File: src/rtl/fifo_pkg.sv
// -----------------------------------------------------------------------------
// fifo_pkg
// Shared helpers for the dual-clock FIFO pointer logic.
//   bin2gray     : binary -> reflected Gray code
//   gray2bin     : Gray -> binary (XOR-prefix from the MSB down)
//   full_pattern : the Gray value the write pointer has when the FIFO is full,
//                  given the read pointer's Gray value of width w
// Values are carried zero-extended in FIFO_MAX_W bits so one function serves
// every pointer width; callers size-cast the result back down.
// -----------------------------------------------------------------------------
package fifo_pkg;

  localparam int FIFO_MAX_W = 64;

  typedef logic [FIFO_MAX_W-1:0] fifo_word_t;

  function automatic fifo_word_t bin2gray(input fifo_word_t b);
    return b ^ (b >> 1);
  endfunction

  function automatic fifo_word_t gray2bin(input fifo_word_t g);
    fifo_word_t b;
    b = '0;
    b[FIFO_MAX_W-1] = g[FIFO_MAX_W-1];
    for (int i = FIFO_MAX_W - 2; i >= 0; i--) begin
      b[i] = b[i+1] ^ g[i];
    end
    return b;
  endfunction

  // Full in Gray terms: the top two bits are inverted, the rest equal.
  // That is the Gray image of "same low bits, different wrap bit".
  function automatic fifo_word_t full_pattern(input fifo_word_t g,
                                              input int unsigned w);
    fifo_word_t mask;
    mask = fifo_word_t'(2'b11) << (w - 2);
    return g ^ mask;
  endfunction

endpackage

File: src/rtl/bin_to_gray.sv
// -----------------------------------------------------------------------------
// bin_to_gray
// Purely combinational binary -> Gray converter.
//   i_bin  [W-1:0] binary value
//   o_gray [W-1:0] Gray value, o_gray = i_bin ^ (i_bin >> 1)
// -----------------------------------------------------------------------------
module bin_to_gray #(
  parameter int W = 4
) (
  input  logic [W-1:0] i_bin,
  output logic [W-1:0] o_gray
);

  assign o_gray = i_bin ^ (i_bin >> 1);

endmodule

File: src/rtl/gray_to_binary.sv
// -----------------------------------------------------------------------------
// gray_to_binary
// Purely combinational Gray -> binary converter.
//   i_gray [W-1:0] Gray value
//   o_bin  [W-1:0] binary value
// Each binary bit is the XOR of all Gray bits at or above it, written per bit
// so there is no bit-to-bit combinational chain inside one vector.
// -----------------------------------------------------------------------------
module gray_to_binary #(
  parameter int W = 4
) (
  input  logic [W-1:0] i_gray,
  output logic [W-1:0] o_bin
);

  for (genvar i = 0; i < W; i++) begin : g_bit
    assign o_bin[i] = ^i_gray[W-1:i];
  end

endmodule

File: src/rtl/fifo_wptr_gray.sv
// -----------------------------------------------------------------------------
// fifo_wptr_gray
// Write-side pointer generator for a dual-clock FIFO, entirely in clk's domain.
// Holds a PTR+1 bit binary write pointer, publishes it as a registered Gray
// code, and derives full / overflow / fill level from the already-synchronized
// read Gray pointer.
//
// Ports
//   clk          write-domain clock, rising edge
//   rst_n        synchronous active-low reset
//   wr_en        write request for this cycle
//   rd_gray_sync [PTR:0]   read pointer (Gray), already in clk's domain
//   wr_addr      [PTR-1:0] RAM write address for the current cycle
//   wr_gray      [PTR:0]   registered Gray write pointer
//   full         registered full flag
//   wr_overflow  one-cycle pulse after a refused write
//   wr_level     [PTR:0]   registered fill level, 0..2^PTR
//
// Handshake: wr_en is a request with no back-pressure wait. At a rising edge
// the write is taken (push) exactly when wr_en is high and the registered full
// is low; the data goes to the wr_addr visible before that edge. When full is
// high the request is dropped for good and wr_overflow pulses the next cycle.
//
// PTR must be >= 2 and PTR+1 must not exceed fifo_pkg::FIFO_MAX_W.
// -----------------------------------------------------------------------------
module fifo_wptr_gray
  import fifo_pkg::*;
#(
  parameter int PTR = 8
) (
  input  logic           clk,
  input  logic           rst_n,
  input  logic           wr_en,
  input  logic [PTR:0]   rd_gray_sync,
  output logic [PTR-1:0] wr_addr,
  output logic [PTR:0]   wr_gray,
  output logic           full,
  output logic           wr_overflow,
  output logic [PTR:0]   wr_level
);

  logic [PTR:0] r_wr_bin;
  logic [PTR:0] r_wr_gray;
  logic         r_full;
  logic         r_wr_overflow;
  logic [PTR:0] r_wr_level;

  logic         w_push;
  logic [PTR:0] w_wr_bin_next;
  logic [PTR:0] w_wr_gray_next;
  logic [PTR:0] w_rd_bin;
  logic [PTR:0] w_full_pat;

  assign w_push        = wr_en & ~r_full;
  // Natural PTR+1 bit overflow gives the modulo-2^(PTR+1) wrap.
  assign w_wr_bin_next = r_wr_bin + {{PTR{1'b0}}, w_push};

  bin_to_gray #(
    .W (PTR + 1)
  ) u_bin_to_gray (
    .i_bin  (w_wr_bin_next),
    .o_gray (w_wr_gray_next)
  );

  gray_to_binary #(
    .W (PTR + 1)
  ) u_gray_to_binary (
    .i_gray (rd_gray_sync),
    .o_bin  (w_rd_bin)
  );

  assign w_full_pat = (PTR + 1)'(full_pattern(fifo_word_t'(rd_gray_sync),
                                              PTR + 1));

  // Pointer group: binary and Gray move together so wr_gray is a pure flop.
  always_ff @(posedge clk) begin
    if (!rst_n) begin
      r_wr_bin  <= '0;
      r_wr_gray <= '0;
    end else begin
      r_wr_bin  <= w_wr_bin_next;
      r_wr_gray <= w_wr_gray_next;
    end
  end

  // Flag group: compares against the next pointer so the push that fills the
  // last slot raises full on its own edge.
  always_ff @(posedge clk) begin
    if (!rst_n) begin
      r_full        <= 1'b0;
      r_wr_overflow <= 1'b0;
    end else begin
      r_full        <= (w_wr_gray_next == w_full_pat);
      r_wr_overflow <= wr_en & r_full;
    end
  end

  // Level group: modulo subtraction handles pointers on opposite wrap laps.
  always_ff @(posedge clk) begin
    if (!rst_n) begin
      r_wr_level <= '0;
    end else begin
      r_wr_level <= w_wr_bin_next - w_rd_bin;
    end
  end

  assign wr_addr     = r_wr_bin[PTR-1:0];
  assign wr_gray     = r_wr_gray;
  assign full        = r_full;
  assign wr_overflow = r_wr_overflow;
  assign wr_level    = r_wr_level;

endmodule

File: config.mk
export PLATFORM = sky130hd
export DESIGN_NAME = fifo_wptr_gray
export DESIGN_NICKNAME = d
export VERILOG_FILES = /design/src/rtl/fifo_pkg.sv /design/src/rtl/bin_to_gray.sv /design/src/rtl/gray_to_binary.sv /design/src/rtl/fifo_wptr_gray.sv
export SDC_FILE = /design/constraint.sdc
export NUM_CORES = 1
export LEC_CHECK = 0
export ABC_AREA = 1
export BUFFER_PORTS_ARGS = -buffer_cell sky130_fd_sc_hd__buf_2
export CORE_ASPECT_RATIO = 2
export CORE_MARGIN = 5
export CORE_UTILIZATION = 50
export CTS_CLUSTER_DIAMETER = 50
export DETAILED_ROUTE_END_ITERATION = 8
export PLACE_DENSITY = 0.73
export SYNTH_ARGS = -nofsm -noshare
export SYNTH_HDL_FRONTEND = slang
export SYNTH_HIERARCHICAL = 1
export SYNTH_SLANG_ARGS = --single-unit
File: constraint.sdc
create_clock -name clk -period 2.87 [get_ports clk]
set_clock_uncertainty 0.15 [all_clocks]
set_input_delay 0.4305 -clock clk [delete_from_list [all_inputs] [get_ports clk]]
set_output_delay 0.4305 -clock clk [all_outputs]
set_load 0.02 [all_outputs]
# Word-level counts from Yosys, hierarchy flattened
# Cells that the tools add are included.
# W data, S select, Z words.
# totals
in_bits,12
elab_cells,21
out_inout_bits,28
regBits,29
# op_classes
addsub,2
bitwise_logic,5
n_reduce_logical,8
eq_ne,1
# op_table
cell,count
$add A9 B1 Y9,1
$eq A9 B9 Y1,1
$reduce_xor A9 Y1,1
$sub A9 B9 Y9,1
$xor A9 B8 Y9,1
$reduce_xor A8 Y1,1
$reduce_xor A7 Y1,1
$reduce_xor A6 Y1,1
$reduce_xor A5 Y1,1
$reduce_xor A4 Y1,1
$reduce_xor A3 Y1,1
$and A1 B1 Y1,2
$not A2 Y2,1
$reduce_xor A2 Y1,1
$not A1 Y1,1

# Logic depth before layout (Yosys ltp)
# Gate-level depths: netlist of run 1.
# logic_depth
depth_word,5
ltp_mapped,19
mapped_depth_nobuf,19

# Cells and area by module
# The synthesis of run 1 kept the hierarchy.
# by_module_without_submodules
mod,cells_per_inst,area_each_um2,instances,seq_area_each_um2
fifo_wptr_gray,216,1570.3,1,580.6
gray_to_binary,66,325.3,1,0.0
bin_to_gray,34,131.4,1,0.0

# Worst setup path before layout of run 1
# Ideal clock, no wire load.
# synth_timing
path_type,input to register
from,input wr_en
to,"register r_wr_level[8], in the netlist wr_level[8]"
setup_slack_ns,0.355
n_path_buf,0
setup_time_ns,0.115
arrival_ns,2.250
stages,17
path_cell_list,inv_1 -> nor2_1 -> ha_1 -> ha_1 -> nand2_2 -> nor3_1 -> xor2_1 -> inv_1 -> ha_1 -> nand2_1 -> inv_1 -> nand2_1 -> nand2_1 -> nor2_1 -> nand3_2 -> nand2_1 -> nor2_1
# synth_between
elab_chain_len,3
# synth_lines
item,line_no,text
start: declaration,fifo_wptr_gray.sv:33,"input logic wr_en,"
$and A1 B1 Y1,fifo_wptr_gray.sv:54,assign w_push = wr_en & ~r_full;
$add A9 B1 Y9,fifo_wptr_gray.sv:56,"assign w_wr_bin_next = r_wr_bin + {{PTR{1'b0}}, w_push};"
via w_wr_bin_next[6],fifo_wptr_gray.sv:49,logic [PTR:0] w_wr_bin_next;
$sub A9 B9 Y9,fifo_wptr_gray.sv:103,r_wr_level <= w_wr_bin_next - w_rd_bin;
end signal: assignment,fifo_wptr_gray.sv:103,
end: declaration,fifo_wptr_gray.sv:46,logic [PTR:0] r_wr_level;
# The timed path passes the listed nets, and every way through them passes these cells.
# A chain may end at the register's enable or synchronous reset.

# Final worst setup path of run 1
# layout_timing
from,"register r_full, in the netlist full"
to,"register r_wr_level[5], in the netlist wr_level[5]"
# layout_between
elab_chain_len,4
# layout_lines
item,line_no,text
start: declaration,fifo_wptr_gray.sv:44,logic r_full;
start signal: assignment,fifo_wptr_gray.sv:93,r_full <= (w_wr_gray_next == w_full_pat);
$not A1 Y1,fifo_wptr_gray.sv:54,
$and A1 B1 Y1,fifo_wptr_gray.sv:54,
$add A9 B1 Y9,fifo_wptr_gray.sv:56,
via w_wr_bin_next[4],fifo_wptr_gray.sv:49,
$sub A9 B9 Y9,fifo_wptr_gray.sv:103,
# The timed path passes the listed nets, and every way through them passes these cells.

==> results of run 1 <==
cells in the final DEF (no fill, tap or decap):
master | Yosys | routed
sky130_fd_sc_hd__nand2_1 | 99 | 99
sky130_fd_sc_hd__inv_1 | 68 | 68
sky130_fd_sc_hd__buf_2 | 0 | 39
sky130_fd_sc_hd__dfxtp_1 | 29 | 29
sky130_fd_sc_hd__nor2_1 | 23 | 23
sky130_fd_sc_hd__nand3_1 | 18 | 18
sky130_fd_sc_hd__a21oi_1 | 11 | 11
sky130_fd_sc_hd__ha_1 | 11 | 11
sky130_fd_sc_hd__xor2_1 | 6 | 6
sky130_fd_sc_hd__o21ai_0 | 6 | 6
sky130_fd_sc_hd__xnor2_1 | 6 | 6
sky130_fd_sc_hd__nand2_2 | 5 | 5
sky130_fd_sc_hd__clkbuf_8 | 1 | 5
sky130_fd_sc_hd__nor2_2 | 2 | 2
sky130_fd_sc_hd__o21bai_1 | 2 | 2
sky130_fd_sc_hd__nor2_4 | 2 | 2
sky130_fd_sc_hd__nand3_2 | 2 | 2
sky130_fd_sc_hd__clkinv_2 | 0 | 2
sky130_fd_sc_hd__xor2_2 | 2 | 2
sky130_fd_sc_hd__inv_2 | 1 | 1
sky130_fd_sc_hd__nor3_2 | 0 | 1
sky130_fd_sc_hd__or2_1 | 1 | 1
sky130_fd_sc_hd__clkinv_1 | 1 | 1
sky130_fd_sc_hd__nor3_1 | 2 | 1
sky130_fd_sc_hd__a21o_1 | 1 | 1
sky130_fd_sc_hd__a21boi_1 | 1 | 1
sky130_fd_sc_hd__a22oi_1 | 1 | 1
sky130_fd_sc_hd__o2111ai_1 | 1 | 1
sky130_fd_sc_hd__a211oi_1 | 1 | 1
sky130_fd_sc_hd__o22ai_1 | 1 | 1
sky130_fd_sc_hd__fa_1 | 1 | 1
sky130_fd_sc_hd__clkbuf_1 | 1 | 1
sky130_fd_sc_hd__buf_4 | 10 | 1
layer usage:
layer / track usage / up-vias / part of all wire
li1: - / 1002 / -
met1: 0.166 / 817 / 0.38
met2: 0.330 / 39 / 0.54
met3: 0.0223 / 12 / 0.037
met4: 0.112 / 0 / 0.042
met5: 0 / - / 0
state kept, by name (all words and copies together), names as in the netlist:
signal / count
full: 1
r_wr_bin: 9
wr_overflow: 1
wr_level: 9
wr_gray: 9
timing repair:
item | in CTS | in global routing
setup endpoints to repair | 0 | 1
buffers inserted | 0 | 0
resized for setup | 0 | 1
worst max path at each step:
stage	slack, ns	depth (start not counted)	from	to
after floorplan	0.36	17	wr_en	wr_level[8]$_SDFF_PN0_
after global placement	0.11	15	wr_en	wr_level[5]$_SDFF_PN0_
after detailed placement	0.07	15	wr_en	wr_level[5]$_SDFF_PN0_
after CTS	0.27	13	full$_SDFF_PN0_	wr_level[5]$_SDFF_PN0_
after global routing	0.01	17	full$_SDFF_PN0_	wr_level[8]$_SDFF_PN0_
final	0.30	13	full$_SDFF_PN0_	wr_level[5]$_SDFF_PN0_
logic make-up (layout without fill, tap and decap cells):
logic type      count (synthesis)  in the layout  share of synthesized area
flops                          29             29                      0.286
xor+xnor                       14             14                     0.0679
fa+ha+maj                      12             12                     0.0778
simple gates                  154            154                      0.321
buf+inv                        82            118                      0.175
compound gates                 25             25                     0.0716
worst register-to-register path, cell delays in order, from the launching register on:
cell and delay [ns]:
sky130_fd_sc_hd__dfxtp_1 0.33, sky130_fd_sc_hd__nor2_1 0.15, sky130_fd_sc_hd__ha_1 0.17, sky130_fd_sc_hd__ha_1 0.18, sky130_fd_sc_hd__nand2_2 0.10, sky130_fd_sc_hd__nor2_4 0.15
sky130_fd_sc_hd__xor2_1 0.20, sky130_fd_sc_hd__inv_1 0.11, sky130_fd_sc_hd__ha_1 0.35, sky130_fd_sc_hd__a21o_1 0.22, sky130_fd_sc_hd__a21oi_1 0.20, sky130_fd_sc_hd__nand2_1 0.08
sky130_fd_sc_hd__nand2_1 0.06, sky130_fd_sc_hd__nor2_1 0.04
through the flow:
stage / worst slack, ns / total power [W]
final: 0.299 / 0.00108
after global routing: 0.0142 / 0.00116
after CTS: 0.273 / 0.00110
after detailed placement: 0.0690 / 0.000773
after global placement: 0.108 / 0.000768
after floorplan: 0.355 / 0.000689
area by class of cell:
class	count	area, um2	share of cell area
Multi-Input combinational cell	205	1100	0.479
Sequential cell	29	581	0.254
Clock buffer	6	72.6	0.0317
Clock inverter	2	10.0	0.00437
Inverter	70	263	0.115
Tap cell	51	63.8	0.0279
Timing Repair Buffer	40	203	0.0886
power by group:
| part | switching [W] | total (W) | internal, W |
|---|---|---|---|
| Sequential | 0.00000768 | 0.000441 | 0.000433 |
| Combinational | 0.000209 | 0.000321 | 0.000112 |
| Clock | 0.000151 | 0.000319 | 0.000167 |
==> reports/results.md, run 1 <==
| Quantity | Reported |
|---|---|
| Peak per-stage delay on the critical path | 0.35 ns |
| Max-slew violation count | 0 |
| Area enclosed by the die boundary | 5500 um2 |
| Count of final setup violators | 0 |
| Violation count after the first detailed-routing iteration | 47 |
| Setup TNS Final | 0 ns |
| Initial Utilization | 0.522 |
| Total global routing track utilization | 0.177 |
| Insertion delay to the later sink of the worst-skew pair | 0.28 ns |
| Setup repair after global routing missed its margin | false |
| Final period utilization | 0.896 |
| Kind of cell adding the most delay to the critical path | adder cells |
| Peak fanout along the critical path | 5 |
| Quantity of hold-fixing buffers added after cts | 0 |
| Share of the synthesized area in the top cell type | 0.286 |
| Max rail drop VDD | 0.274 mV |
| CTS tree | done |
| I/O pins | 40 |
| Highest-delay cell along the critical path | sky130_fd_sc_hd__ha_1 |
| Worst slack on hold paths | 0.237 ns |
| Cell with the most instances after synthesis | sky130_fd_sc_hd__nand2_1 |
| Ranking of synthesized cells by area | sky130_fd_sc_hd__dfxtp_1 29%, sky130_fd_sc_hd__nand2_1 18%, sky130_fd_sc_hd__inv_1 13% |
| Distinct cells, synth | 30 |
| Core footprint | 3880 um2 |
| Power density relative to cell area | 472 nW/um2 |
| Routed length per instance | 10.5 um |
| Post-Synthesis Net Count | 340 |
| Critical path data required time | 2.90 ns |
| Number of sinks on the clock net | 29 |
| RR Endpoint | wr_level[5]$_SDFF_PN0_ |
| Clock buffer count from CTS | 5 |
| Vias after detailed routing | 1870 |
| Area grow syn2layout | 12.9% |
| Synthesized area divided by synthesized cell count | 6.41 um2 |
| Cell seen most often among critical-path stages | sky130_fd_sc_hd__ha_1 |
| Final Net Count | 375 |
| Register-to-register path setup slack | 0.30 ns |
| Total Wirelength | 4230 um |
| Min-Delay Path Class | in2reg |
| Placed Cells incl. Taps | 395 |
| Drt drc | 0 |
| Yosys synthesis warning count | 6 |
| Weighted congestion at the end of routability-driven global placement | 0.821 |
| Crit path cell chain | nor2_1, ha_1, ha_1, nand2_2, nor2_4, xor2_1, inv_1, ha_1, a21o_1, a21oi_1, nand2_1, nand2_1, nor2_1 |
| Number of storage elements in the synthesis netlist | 29 |
| Pleak | 1.40 nW |
| Largest net degree at the start of global routing | 22 |
| Outcome | completed |
| Flip-flop cell with the highest count after synthesis | sky130_fd_sc_hd__dfxtp_1 |
| H-tree level count | 2 |
| Top cells by count, synth | 99 x sky130_fd_sc_hd__nand2_1, 68 x sky130_fd_sc_hd__inv_1, 29 x sky130_fd_sc_hd__dfxtp_1 |
| Arrival time of the worst setup path | 2.60 ns |
| Peak clock frequency supported by timing | 0.389 GHz |
| # Max-Cap Violations | 0 |
| Final core utilization | 0.589 |
| Normalized max-slew margin | 0.745 |
| Post-Synthesis Cell Area | 2030 um2 |
| Share of layout cells above drive strength 1 | 0.176 |
| Number of hold-slack violations in the final timing report | 0 |
| Clock-pin slew on the worst setup and hold paths | 0.07 ns |
| Number of instances in the synthesized netlist | 316 |
| Horiz. Die Dim | 55.0 um |
| Number of inserted filler cells in the final layout | 401 |
| Startpoint of the worst register-to-register path | full$_SDFF_PN0_ |
| Category of the worst setup path capture point | flop |
| Launch point of the worst hold path | wr_en |
| Clock tree buffer depth | 2 |
| Crit path time final | 2.57 ns |
| Number of enable-type register cells in the synthesized netlist | 0 |
| Worst-margin pin slew | 0.382 ns |
| Crit path kind | reg2reg |
| Final standard cell area without fillers | 2290 um2 |
| Number of nets with antenna violations after routing | 0 |
| Initial antenna violation count | 0 |
| Logic depth of the worst register-to-register path | 13 |
| Number of cells on the worst hold path | 3 |
| Endpoint of the worst hold path | wr_overflow$_SDFF_PN0_ |
| Drt pass-1 iters | 4 |
| Register area share after synthesis | 0.286 |
| Number of core rows | 32 |
| Proportion of synthesized flip-flops having asynchronous set or reset | 0 |
| Post-route non-filler standard cell count | 403 |
| Detailed placement HPWL | 3550 um |
| # diodes | 0 |
| First-pass GRT wire length | 7270 um |
| Via-to-Cell Ratio | 4.64 |
| Startpoint Class | flop |
| Placed inst area | 2200 um2 |
| Overflow left after global routing | 0 |
| Via count of the first global-routing pass | 1815 |
| Buf/Inv on CP | 1 |
| Cell type contributing the most total cell area after synthesis | sky130_fd_sc_hd__dfxtp_1 |
| Cell at the root of the clock tree | sky130_fd_sc_hd__clkbuf_8 |
| Count of input and output buffers | 39 |
| Die height | 100 um |
No activity file was read; power rests on OpenSTA's default activity.
==> run 2, diff against run 1 <==
--- a/config.mk
+++ b/config.mk
@@ -9,10 +9,9 @@
 export BUFFER_PORTS_ARGS = -buffer_cell sky130_fd_sc_hd__buf_2
 export CORE_ASPECT_RATIO = 2
 export CORE_MARGIN = 5
-export CORE_UTILIZATION = 50
+export CORE_UTILIZATION = 38
 export CTS_CLUSTER_DIAMETER = 50
 export DETAILED_ROUTE_END_ITERATION = 8
-export PLACE_DENSITY = 0.73
 export SYNTH_ARGS = -nofsm -noshare
 export SYNTH_HDL_FRONTEND = slang
 export SYNTH_HIERARCHICAL = 1
==> constraint.sdc (replaced) <==
create_clock -name clk -period 2.18 [get_ports clk]
set_clock_uncertainty 0.15 [all_clocks]
set_input_delay 0.327 -clock clk [delete_from_list [all_inputs] [get_ports clk]]
set_output_delay 0.327 -clock clk [all_outputs]
set_load 0.02 [all_outputs]
==> reports/results.md, run 2 (synthesis results as in run 1) <==
| Quantity | Reported |
|---|---|
| Outcome | finished with violations |
| Violations in the final reports | setup timing |
| Clock network fraction of design power | 0.265 |
| Horiz. Die Dim | 61.6 um |
| Buf/Inv on CP | 1 |
| Via-to-Cell Ratio | 4.48 |
| Critical path data required time | 2.21 ns |
| Number of sinks on the clock net | 29 |
| Switching power | 0.000547 W |
| Crit path kind | reg2reg |
| Via count of the first global-routing pass | 2100 |
| Category of the worst setup path capture point | flop |
| I/O pins | 40 |
| Detailed placement HPWL | 4110 um |
| Die height | 113 um |
| Initial antenna violation count | 0 |
| Peak fanout along the critical path | 3 |
| Violation count after the first detailed-routing iteration | 37 |
| Logic depth of the worst register-to-register path | 15 |
| Area enclosed by the die boundary | 6980 um2 |
| Number of core rows | 37 |
| H-tree level count | 2 |
| Final period utilization | 1.11 |
| Startpoint of the worst register-to-register path | full$_SDFF_PN0_ |
| Worst path setup slack after routing | -0.230 ns |
| Commonest cells after routing, fill and taps aside | 87 x sky130_fd_sc_hd__nand2_1, 64 x sky130_fd_sc_hd__buf_4, 58 x sky130_fd_sc_hd__inv_1 |
| Core footprint | 5180 um2 |
| Cell at the root of the clock tree | sky130_fd_sc_hd__clkbuf_8 |
| Most common library cell in the layout ignoring fill and taps | sky130_fd_sc_hd__nand2_1 |
| Initial Utilization | 0.391 |
| Total global routing track utilization | 0.165 |
| Number of nets with antenna violations after routing | 0 |
| # diodes | 0 |
| Drt drc | 0 |
| Largest net degree at the start of global routing | 13 |
| Drt pass-1 iters | 3 |
| Vias after detailed routing | 2121 |
| CTS tree | done |
| Weighted congestion at the end of routability-driven global placement | 0.825 |
| Cell seen most often among critical-path stages | sky130_fd_sc_hd__nor2_4 |
| Capturing instance or port of the critical path | wr_level[8]$_SDFF_PN0_ |
| Power density relative to cell area | 527 nW/um2 |
| Pleak | 1.73 nW |
| Normalized max-slew margin | 0.789 |
| Share of layout cells above drive strength 1 | 0.431 |
| Power consumption | 0.00160 W |
| Register-to-register path setup slack | -0.23 ns |
| Worst-margin pin slew | 0.314 ns |
| Area grow syn2layout | 49.8% |
| Arrival time of the worst setup path | 2.44 ns |
| First-pass GRT wire length | 8690 um |
| Count of input and output buffers | 39 |
| Highest-delay cell along the critical path | sky130_fd_sc_hd__dfxtp_4 |
| Cell depth of the worst setup path | 15 |
| Crit path cell chain | nor2_4, ha_4, nand3_4, nor2_4, nand2_2, nor2_4, xor2_2, inv_2, ha_4, a21oi_1, nand2_1, nor2_2, nand3_2, nand2_1, nor2_1 |
| Critical path startpoint | full$_SDFF_PN0_ |
| Peak clock frequency supported by timing | 0.415 GHz |
| Number of hold-slack violations in the final timing report | 0 |
| Clock tree buffer depth | 2 |
| Min-Delay Path Class | in2reg |
| Final core utilization | 0.586 |
| Peak per-stage delay on the critical path | 0.35 ns |
| Max-slew violation count | 0 |
| RR Endpoint | wr_level[8]$_SDFF_PN0_ |
| Internal cell power | 0.00105 W |
| Net Sw Frac | 0.342 |
| Clock buffer count from CTS | 5 |
| Setup repair after global routing missed its margin | true |
| Overflow left after global routing | 0 |
| Crit path time final | 2.41 ns |
| Startpoint Class | flop |
| Register share of total power | 0.365 |
| Max rail drop VDD | 0.524 mV |
| Total Wirelength | 5230 um |
| Insertion delay to the later sink of the worst-skew pair | 0.28 ns |
| Count of final setup violators | 6 |
| Routed length per instance | 11.1 um |
| Part of the total power dissipated in combinational logic | 0.370 |
| Clock-pin slew on the worst setup and hold paths | 0.06 ns |
| Final Net Count | 438 |
| Kind of cell adding the most delay to the critical path | simple AND/OR/NAND/NOR gates |
| Setup TNS Final | -0.773 ns |
| # Max-Cap Violations | 0 |
run 2: what timing repair did:
action	in CTS	in global routing
resized for setup	18	33
hold buffers	0	0
buffers inserted	13	2
pin swaps	5	26
endpoints found under the setup margin	6	11
run 2: stage by stage:
step                      worst slack, ns  std cells  hold slack [ns]  area [um2]
after floorplan                   -0.0852        316            0.299        2120
after global placement             -0.337        451            0.405        2670
after detailed placement           -0.372        451            0.428        2670
after CTS                          -0.183        472            0.179        2920
after global routing               -0.376        473            0.211        3040
final                              -0.230        473            0.179        3040
run 2: worst min-delay path by stage:
stage / endpoint / startpoint / slack [ns] / cells past startpoint
floorplan: wr_overflow$_SDFF_PN0_ / wr_en / 0.30 / 2
global placement: r_wr_bin[2]$_SDFF_PN0_ / r_wr_bin[2]$_SDFF_PN0_ / 0.41 / 2
detailed placement: r_wr_bin[7]$_SDFF_PN0_ / r_wr_bin[7]$_SDFF_PN0_ / 0.43 / 3
CTS: wr_overflow$_SDFF_PN0_ / wr_en / 0.18 / 3
global route: wr_overflow$_SDFF_PN0_ / wr_en / 0.21 / 3
finish: wr_overflow$_SDFF_PN0_ / wr_en / 0.18 / 3
run 2: worst min-delay path: stages:
cell	delay [ns]
sky130_fd_sc_hd__buf_2	0.12
sky130_fd_sc_hd__nand2_1	0.07
sky130_fd_sc_hd__nor2_1	0.04
run 2: cell type report:
type	instances	area [um2]
Multi-Input combinational cell	205	1360
Clock buffer	6	72.6
Fill cell	518	2150
Timing Repair Buffer	103	676
Inverter	70	265
Tap cell	58	72.6
Sequential cell	29	586
Clock inverter	2	10.0
run 2: metal layers:
metal / global-route usage / routed length, um / vias up
met3: 0.0240 / 153 / 7
met5: 0 / 0 / -
met1: 0.160 / 1920 / 958
met2: 0.316 / 3020 / 27
li1: - / - / 1129
met4: 0.0737 / 135 / 0
run 2: power groups by stage:
| stage | Sequential (W) | Clock (W) | Combinational (W) |
|---|---|---|---|
| after floorplan | 0.000642 | 0 | 0.000283 |
| after global placement | 0.000593 | 0 | 0.000541 |
| after detailed placement | 0.000595 | 0 | 0.000549 |
| after CTS | 0.000585 | 0.000434 | 0.000564 |
| after global routing | 0.000591 | 0.000459 | 0.000662 |
| final | 0.000584 | 0.000424 | 0.000591 |
==> run 3, diff against run 2 <==
--- a/config.mk
+++ b/config.mk
@@ -12,6 +12,8 @@
 export CORE_UTILIZATION = 38
 export CTS_CLUSTER_DIAMETER = 50
 export DETAILED_ROUTE_END_ITERATION = 8
+export REMOVE_ABC_BUFFERS = 1
+export SLEW_MARGIN = 20
 export SYNTH_ARGS = -nofsm -noshare
 export SYNTH_HDL_FRONTEND = slang
 export SYNTH_HIERARCHICAL = 1
==> reports/results.md, run 3 (synthesis results as in run 1) <==
| Quantity | Reported |
|---|---|
| Vias after detailed routing | 2242 |
| Horiz. Die Dim | 61.6 um |
| Via count of the first global-routing pass | 2110 |
| Sequential cell area | 582 um2 |
| Critical path data required time | 2.20 ns |
| Routed length per instance | 11.5 um |
| Clock buffer count from CTS | 5 |
| Largest net degree at the start of global routing | 13 |
| Setup repair after global routing missed its margin | true |
| Number of sinks on the clock net | 29 |
| CTS tree | done |
| Worst-margin pin slew | 0.277 ns |
| Min-Delay Path Class | in2reg |
| Placed inst area | 2650 um2 |
| Clock-pin slew on the worst setup and hold paths | 0.06 ns |
| Initial Utilization | 0.391 |
| Die height | 113 um |
| Peak fanout along the critical path | 4 |
| Pleak | 1.81 nW |
| Quantity of hold-fixing buffers added after cts | 0 |
| Number of inserted filler cells in the final layout | 459 |
| Final standard cell area without fillers | 3320 um2 |
| H-tree level count | 2 |
| Detailed placement HPWL | 4070 um |
| Worst path setup slack after routing | -0.221 ns |
| Max-slew violation count | 0 |
| Normalized max-slew margin | 0.814 |
| Crit path time final | 2.40 ns |
| Area enclosed by the die boundary | 6980 um2 |
| Most common library cell in the layout ignoring fill and taps | sky130_fd_sc_hd__nand2_1 |
| Number of core rows | 37 |
| Cell at the root of the clock tree | sky130_fd_sc_hd__clkbuf_8 |
| Final period utilization | 1.10 |
| Violation count after the first detailed-routing iteration | 51 |
| # Max-Cap Violations | 0 |
| Max rail drop VDD | 0.454 mV |
| Count of input and output buffers | 39 |
| Total Wirelength | 5530 um |
| Initial antenna violation count | 0 |
| # diodes | 0 |
| Core footprint | 5180 um2 |
| Power density relative to cell area | 520 nW/um2 |
| Crit path kind | reg2reg |
| Overflow left after global routing | 0 |
| Number of nets with antenna violations after routing | 0 |
| Worst slack after detailed placement | -0.618 ns |
| I/O pins | 40 |
| Share of layout cells above drive strength 1 | 0.520 |
| Commonest cells after routing, fill and taps aside | 73 x sky130_fd_sc_hd__nand2_1, 69 x sky130_fd_sc_hd__buf_4, 50 x sky130_fd_sc_hd__inv_1 |
| Number of cells on the worst hold path | 3 |
| Peak clock frequency supported by timing | 0.417 GHz |
| Number of hold-slack violations in the final timing report | 0 |
| Drt pass-1 iters | 5 |
| First-pass GRT wire length | 8490 um |
| Logic depth of the worst register-to-register path | 16 |
| Via-to-Cell Ratio | 4.66 |
| Count of final setup violators | 6 |
| Clock tree buffer depth | 2 |
| Drt drc | 0 |
| Category of the worst setup path capture point | flop |
| Violations in the final reports | setup timing |
| Area grow syn2layout | 64.0% |
| Area of the multi-input gates | 1530 um2 |
| Startpoint Class | flop |
| Final Net Count | 447 |
| Weighted congestion at the end of routability-driven global placement | 0.867 |
| Total global routing track utilization | 0.159 |
| Insertion delay to the later sink of the worst-skew pair | 0.28 ns |
| Outcome | finished with violations |
| Arrival time of the worst setup path | 2.42 ns |
-- run 3: cell count changes in the layout (fill, tap and decap cells not counted), sizes merged --
cell,previous run,this run
clkinv,3,1
buf,103,111
clkbuf,6,8
-- run 3: repair_timing --
action	4_1_cts	5_1_grt
setup endpoints to repair	8	10
buffers inserted	4	11
resized for setup	45	84
pin swaps	15	37
-- run 3: per-stage QoR --
stage,util,TNS [ns],hold slack [ns],cells,total power (W)
2_1_floorplan,-,-0.985,0.270,304,0.000895
3_3_place_gp,0.510,-2.81,0.417,460,0.00112
3_5_place_dp,0.510,-3.18,0.407,460,0.00113
4_1_cts,0.572,-0.613,0.133,471,0.00163
5_1_grt,0.641,-1.35,0.136,481,0.00184
6_report,0.641,-0.575,0.135,481,0.00173
-- run 3: where the power goes --
part,total (W),switching (W),internal [W]
sequential,0.000585,0.0000142,0.000571
combinational,0.000707,0.000374,0.000333
clock,0.000437,0.000187,0.000250
-- run 3: area by class of cell --
cell class	instances	share of cell area
Inverter	70	0.0813
Multi-Input combinational cell	205	0.461
Tap cell	58	0.0218
Timing Repair Buffer	112	0.235
Clock buffer	7	0.0260
Sequential cell	29	0.175
-- run 3: final timing paths --
check                                              end  slack [ns]            start
worst max-delay path            wr_level[8]$_SDFF_PN0_       -0.22  full$_SDFF_PN0_
worst min-delay path            wr_overflow$_SDFF_PN0_        0.13            wr_en
worst max register to register  wr_level[8]$_SDFF_PN0_       -0.22  full$_SDFF_PN0_
worst min register to register  wr_overflow$_SDFF_PN0_        0.44  full$_SDFF_PN0_
-- run 3: critical path: stages (launching register included) --
cell and delay [ns]:
sky130_fd_sc_hd__dfxtp_2 0.34, sky130_fd_sc_hd__nor2_4 0.15, sky130_fd_sc_hd__ha_4 0.15, sky130_fd_sc_hd__ha_4 0.13, sky130_fd_sc_hd__nand2_4 0.06, sky130_fd_sc_hd__nor3_2 0.16
sky130_fd_sc_hd__xor2_1 0.23, sky130_fd_sc_hd__inv_2 0.09, sky130_fd_sc_hd__ha_4 0.27, sky130_fd_sc_hd__nand2_2 0.06, sky130_fd_sc_hd__inv_2 0.04, sky130_fd_sc_hd__nand2_2 0.05
sky130_fd_sc_hd__nand2_2 0.06, sky130_fd_sc_hd__nor2_4 0.16, sky130_fd_sc_hd__nand3_2 0.09, sky130_fd_sc_hd__nand2_1 0.06, sky130_fd_sc_hd__nor2_1 0.04
-- run 3: per-layer routing --
| metal | share of wire | up-vias | GRT usage | wire (um) |
|---|---|---|---|---|
| li1 | - | 1147 | - | - |
| met1 | 0.35 | 1029 | 0.153 | 1920 |
| met2 | 0.57 | 46 | 0.295 | 3140 |
| met3 | 0.035 | 20 | 0.0217 | 192 |
| met4 | 0.050 | 0 | 0.0963 | 275 |
| met5 | 0 | - | 0 | 0 |
